### src/rtl/sd_sector_reader.sv
// sd_sector_reader: one-sector cached byte reader in front of the SD sector bridge
module sd_sector_reader #(
   parameter logic [23:0] TIMEOUT   = 24'd10_000_000,
   parameter logic [7:0]  FILL_BYTE = 8'hFF
) (
   input  logic        clk,
   input  logic        reset_n,
   input  logic        rd_req,
   input  logic [31:0] rd_addr,
   output logic [7:0]  rd_data,
   output logic        rd_valid,
   output logic        rd_err,
   output logic        busy,
   input  logic        img_mounted,
   input  logic [31:0] img_size,
   output logic        sd_rd,
   output logic        sd_wr,
   output logic [31:0] sd_lba,
   output logic [7:0]  sd_buff_din,
   input  logic        sd_ack,
   input  logic [13:0] sd_buff_addr,
   input  logic [7:0]  sd_buff_dout,
   input  logic        sd_buff_wr
);
   typedef enum logic [2:0] {IDLE, CHECK, REQ, XFER, FETCH, DONE} state_t;
   state_t      state;
   logic [31:0] addr;
   logic [22:0] tag;
   logic        valid;
   logic        dirty;
   logic        ack_q;
   logic        mount_q;
   logic [23:0] cnt;
   logic [7:0]  mem [512];
   logic [7:0]  ram_q;
   logic        kill;
   logic        oor;
   logic        hit;
   logic        unused_ok;
   assign sd_wr       = 1'b0;
   assign sd_buff_din = 8'h00;
   assign unused_ok   = ^sd_buff_addr[13:9];
   assign kill = !img_mounted || !mount_q;
   assign oor  = !img_mounted || (addr >= img_size);
   assign hit  = valid && !kill && (tag == addr[31:9]);
   // Sector buffer: captures streamed bytes only during a transfer; read port follows the latched address
   always_ff @(posedge clk) begin
      if (state == XFER && sd_buff_wr)
         mem[sd_buff_addr[8:0]] <= sd_buff_dout;
      ram_q <= mem[addr[8:0]];
   end
   // Request FSM with cache tag/valid; an unmount or remount edge always invalidates the cache
   always_ff @(posedge clk or negedge reset_n) begin
      if (!reset_n) begin
         state    <= IDLE;
         addr     <= 32'h0;
         tag      <= 23'h0;
         valid    <= 1'b0;
         dirty    <= 1'b0;
         ack_q    <= 1'b0;
         mount_q  <= 1'b0;
         cnt      <= 24'h0;
         rd_data  <= 8'h00;
         rd_valid <= 1'b0;
         rd_err   <= 1'b0;
         busy     <= 1'b0;
         sd_rd    <= 1'b0;
         sd_lba   <= 32'h0;
      end else begin
         ack_q    <= sd_ack;
         mount_q  <= img_mounted;
         rd_valid <= 1'b0;
         case (state)
            IDLE: if (rd_req) begin
               addr  <= rd_addr;
               busy  <= 1'b1;
               state <= CHECK;
            end
            CHECK: if (oor) begin
               rd_data  <= FILL_BYTE;
               rd_err   <= 1'b1;
               rd_valid <= 1'b1;
               state    <= DONE;
            end else if (hit) begin
               state <= FETCH;
            end else begin
               valid  <= 1'b0;
               dirty  <= 1'b0;
               sd_lba <= {9'b0, addr[31:9]};
               sd_rd  <= 1'b1;
               cnt    <= 24'h0;
               state  <= REQ;
            end
            REQ: if (sd_ack) begin
               sd_rd <= 1'b0;
               state <= XFER;
            end else if (cnt == TIMEOUT - 24'd1) begin
               sd_rd    <= 1'b0;
               rd_err   <= 1'b1;
               rd_data  <= FILL_BYTE;
               rd_valid <= 1'b1;
               state    <= DONE;
            end else begin
               cnt <= cnt + 24'd1;
            end
            XFER: if (ack_q && !sd_ack) begin
               tag   <= addr[31:9];
               valid <= !dirty;
               state <= FETCH;
            end
            FETCH: begin
               rd_data  <= ram_q;
               rd_err   <= 1'b0;
               rd_valid <= 1'b1;
               state    <= DONE;
            end
            DONE: begin
               busy   <= 1'b0;
               rd_err <= 1'b0;
               state  <= IDLE;
            end
            default: state <= IDLE;
         endcase
         if (kill) begin
            valid <= 1'b0;
            dirty <= 1'b1;
         end
      end
   end
endmodule

### config.mk
export PLATFORM = sky130hd
export DESIGN_NAME = sd_sector_reader
export DESIGN_NICKNAME = d
export VERILOG_FILES = /design/src/rtl/sd_sector_reader.sv
export SDC_FILE = /design/constraint.sdc
export NUM_CORES = 2
export LEC_CHECK = 0
export CAP_MARGIN = 20
export CORE_ASPECT_RATIO = 0.9
export CORE_UTILIZATION = 45
export DETAILED_ROUTE_END_ITERATION = 16
export GPL_TIMING_DRIVEN = 0
export PLACE_DENSITY_LB_ADDON = 0.1
export SKIP_LAST_GASP = 1
export SLEW_MARGIN = 5
export SYNTH_ARGS = -nofsm -noshare
export SYNTH_HDL_FRONTEND = slang
export SYNTH_SLANG_ARGS = --single-unit
### constraint.sdc
create_clock -name clk -period 3.7 [get_ports clk]
set_input_delay 0.37 -clock clk [delete_from_list [all_inputs] [get_ports clk]]
set_output_delay 0.37 -clock clk [all_outputs]
set_load 0.05 [all_outputs]
==> impl_results.md <==
- R2R cell count: 10
- Post-synth EDFFs: 4096
- Clock share of power: 24.7%
- Setup WS post-layout: -0.642 ns
- CP endpoint kind: flop
- Non-filler cells in the finished layout: 15215
- Largest net degree at the start of global routing: 144
- Gate power share: 44.9%
- Die Span Y: 582 um
- Global Route Usage Sum: 41.5%
- Final hold vios: 0
- GR Util met3: 20.0%
- R2r setup slk: -0.64 ns
- Root buffer selected by CTS: clkbuf_16
- # port buffers: 121
- Yosys warns: 0
- Crit Path Category: flop to flop
- Simple-gate share of the synthesized area: 3.88%
- Post-Synth Adder-Cell Area: 0.246%
- Row count: 212
- Initial Util: 45.3%
- NumNets Final: 9979
- HPWL Detailed: 546000 um
- Post-synthesis mux area share: 14.3%
- Minimum clock period: 4.34 ns
- Multi-input gate area: 42700 um2
- Total negative slack: -50.46 ns
- Skew-Pair Late Insertion Delay: 1.07 ns
- Clock buffer count from CTS: 432
- Clk sink count: 4225
- Failing checks: capacitance limit, slew limit, setup timing
- Normalized max-slew margin: -5.22%
- Synth Instances: 8705
- Final Skew: 0.0484 ns
- Post-synth ARST share: 2.86%
- Pleak: 66.1 nW
- Synth Area in XOR/XNOR: 0.203%
- Max Cap Viol: 1
- DRC: 0
- Met1 GRT Util: 54.2%
- Reg clk slew, reported paths: 0.06 ns
- Sequential fraction of the synthesis area: 75.1%
- Unrepaired setup endpoints after global routing: yes
- Mapped cell area: 168000 um2
- Final setup fails: 606
- Routed len/inst: 52.0 um
- Layout area overhead: 22.6%
- Req. time, crit path: 4.62 ns
- Routed wire length: 791000 um
- GR Layer Usage met2: 54.8%
- Fin. max-slew vios: 11
- Vias in the first global route: 95357
- ANT nets after route: 0
- Syn Area/Cell: 19.3 um2
- Gp weighted congestion: 1.03
- Net Switching: 0.0727 W
- Yosys cell types: 96
- Main combinational cell family by area after synthesis: multiplexers
- Crit path launch type: flop
- Critical path peak fanout: 10
- First-pass GRT wire length: 992000 um
- Slew at the pin with the worst max-slew slack: 1.58 ns
- Total of fill cells in the finished design: 28286
- Crit path from: addr[3]
- TritonRoute pass-1 iters: 8
- Post-synth top flop: edfxtp_1
- IO Count: 145
- H-tree depth: 5
- Placed Instances: 13922
- CTS tree: yes
- Leading cell types in the layout, fill and taps excluded: edfxtp_1 (4096), mux4_2 (681), mux2i_1 (535)
- Vias per Instance: 6.94
- Crit path to: ram_q[5]
- Complex-gate fraction of the synthesized area: 3.87%
- Register area: 126000 um2
- Clk buf depth: 4
- Internal power: 0.104 W
- Critical Path AT: 5.26 ns
- Pwr Density: 857 nW/um2
- Iteration-0 DRC count of the detailed router: 18852
- GRT Max-Usage Layer: met2
- R2R Path End: ram_q[5]
- Die W: 646 um
- R2r startpoint: addr[3]
- GRT Residual Overflow: 0
- Initial antenna violation count: 108
- DP Worst Slack: -3.18 ns
- Commonest non-fill, non-tap cell in the layout: edfxtp_1
- Die footprint: 376000 um2
- Period utilization: 117%
- Core area: 371000 um2
- Flops & latches, synth: 4225
- F_max: 0.230 GHz
- Status: complete, but fails checks
- Layout cell share with drive strength beyond 1: 32.7%
- Detailed-route via count: 105611
- Class of the worst hold path: input port to flop
- VDD IR max: 0.604 mV
- Switching fraction of total power: 41.2%
- Seq pwr share: 30.4%
-- sequential cells by signal, summed over array words and instances (netlist names), 3 cells and up --
name / flops
tag: 23
addr: 32
rd_data: 8
mem: 4096
cnt: 24
sd_lba: 23
state: 3
ram_q: 8
-- worst min path at each step --
stage / startpoint / end / cells past startpoint / slack [ns]
floorplan: reset_n / ack_q / 0 / 0.07
global placement: ram_q[2] / rd_data[2] / 2 / 0.47
detailed placement: reset_n / sd_lba[18] / 1 / 0.31
CTS: rd_addr[30] / addr[30] / 2 / 0.01
global route: rd_addr[30] / addr[30] / 2 / 0.05
finish: rd_addr[30] / addr[30] / 2 / 0.04
-- power by group through the flow --
stage	sequential, W	clock [W]	combinational [W]
4_1_cts	0.0536	0.0435	0.0705
2_1_floorplan	0.0550	0	0.0248
5_1_grt	0.0537	0.0452	0.0762
3_3_place_gp	0.0558	0	0.0587
3_5_place_dp	0.0546	0	0.0603
6_report	0.0537	0.0436	0.0792
-- layer usage --
layer  vias up  wire [um]
li1      38314          -
met1     55841     282000
met2      9335     314000
met3      2067     131000
met4        54      63300
met5         -       1220
-- worst max-delay path, cell delays in order, from the launching register on --
cell and delay (ns):
dfrtp_1 0.38, clkbuf_4 0.25, clkbuf_4 0.29, buf_6 0.26, nor4_4 0.43, and2_1 0.59
a22o_2 0.42, nor4_4 0.08, nand4_1 0.34, nand4_1 0.66, and4_4 0.45
-- cell type report --
class / instances / area share (%)
tap: 4922 / 2.99
clock inverter: 272 / 1.21
multi-input combinational: 3894 / 20.7
clock buffer: 523 / 5.47
timing repair buffer: 705 / 4.17
sequential: 4225 / 61.3
buffer: 552 / 3.99
inverter: 44 / 0.0923
antenna: 78 / 0.0947
-- what timing repair did --
action / CTS / global route
cloned: 3 / 3
setup buffers: 221 / 154
setup endpoints to repair: 3790 / 3857
gates resized for setup: 1524 / 631
hold buffers: 43 / 0
pin swaps: 81 / 121
endpoints found under the hold margin: 643 / 0
-- cells in the mapped netlist, types with 10 or more instances --
library cell  number  area [um2]
nor4_1            77         482
nand4_1           57         357
mux4_2           677       15200
ha_1              33         413
a21oi_1          120         601
and2_1            15        93.8
a221o_1           10         100
a2111oi_0         24         210
clkbuf_8          16         220
buf_6             95        1070
inv_1             42         158
buf_8             42         631
a31oi_1           17         106
dfrtp_1          121        3030
o21ai_0           98         490
buf_1             39         146
nand2b_1          27         169
a22o_1            19         166
o31ai_1           14         105
a211oi_1          44         330
o2111ai_1         11        96.3
nor3_1           124         621
clkbuf_1         209         785
nand3_1           61         305
or3_1             24         150
mux2i_1          570        5710
o22a_1            11        96.3
mux4_1            42        1100
nor2b_1           12        75.1
a22oi_1           38         285
buf_2            101         505
mux2_2           181        2040
a21o_1            23         173
o22ai_1          191        1190
edfxtp_1        4096      123000
nor2_1           685        2570
nand2_1          242         908
o221ai_1         195        1710
or2_2             23         144
buf_4             42         315
a221oi_1          33         289
xnor2_1           17         149
xor2_1            22         193
and3_1            27         169
-- logic make-up after synthesis --
family,Yosys count
AND/OR/NAND/NOR,1429
adder cells (fa/ha/maj),33
AO/OA/AOI/OAI,905
other,1
XOR/XNOR,39
buffers and inverters,603
flip-flops,4225
multiplexers,1470
-- metrics by stage --
step	utilization (%)	hold slack, ns	cell area (um2)	total power, W
3_3_place_gp	47.3	0.475	176000	0.115
5_1_grt	55.5	0.0472	206000	0.175
2_1_floorplan	-	0.0744	168000	0.0798
6_report	55.5	0.0429	206000	0.176
4_1_cts	54.3	0.0133	202000	0.168
3_5_place_dp	48.2	0.308	179000	0.115
Power figures use the tool's default switching activity.
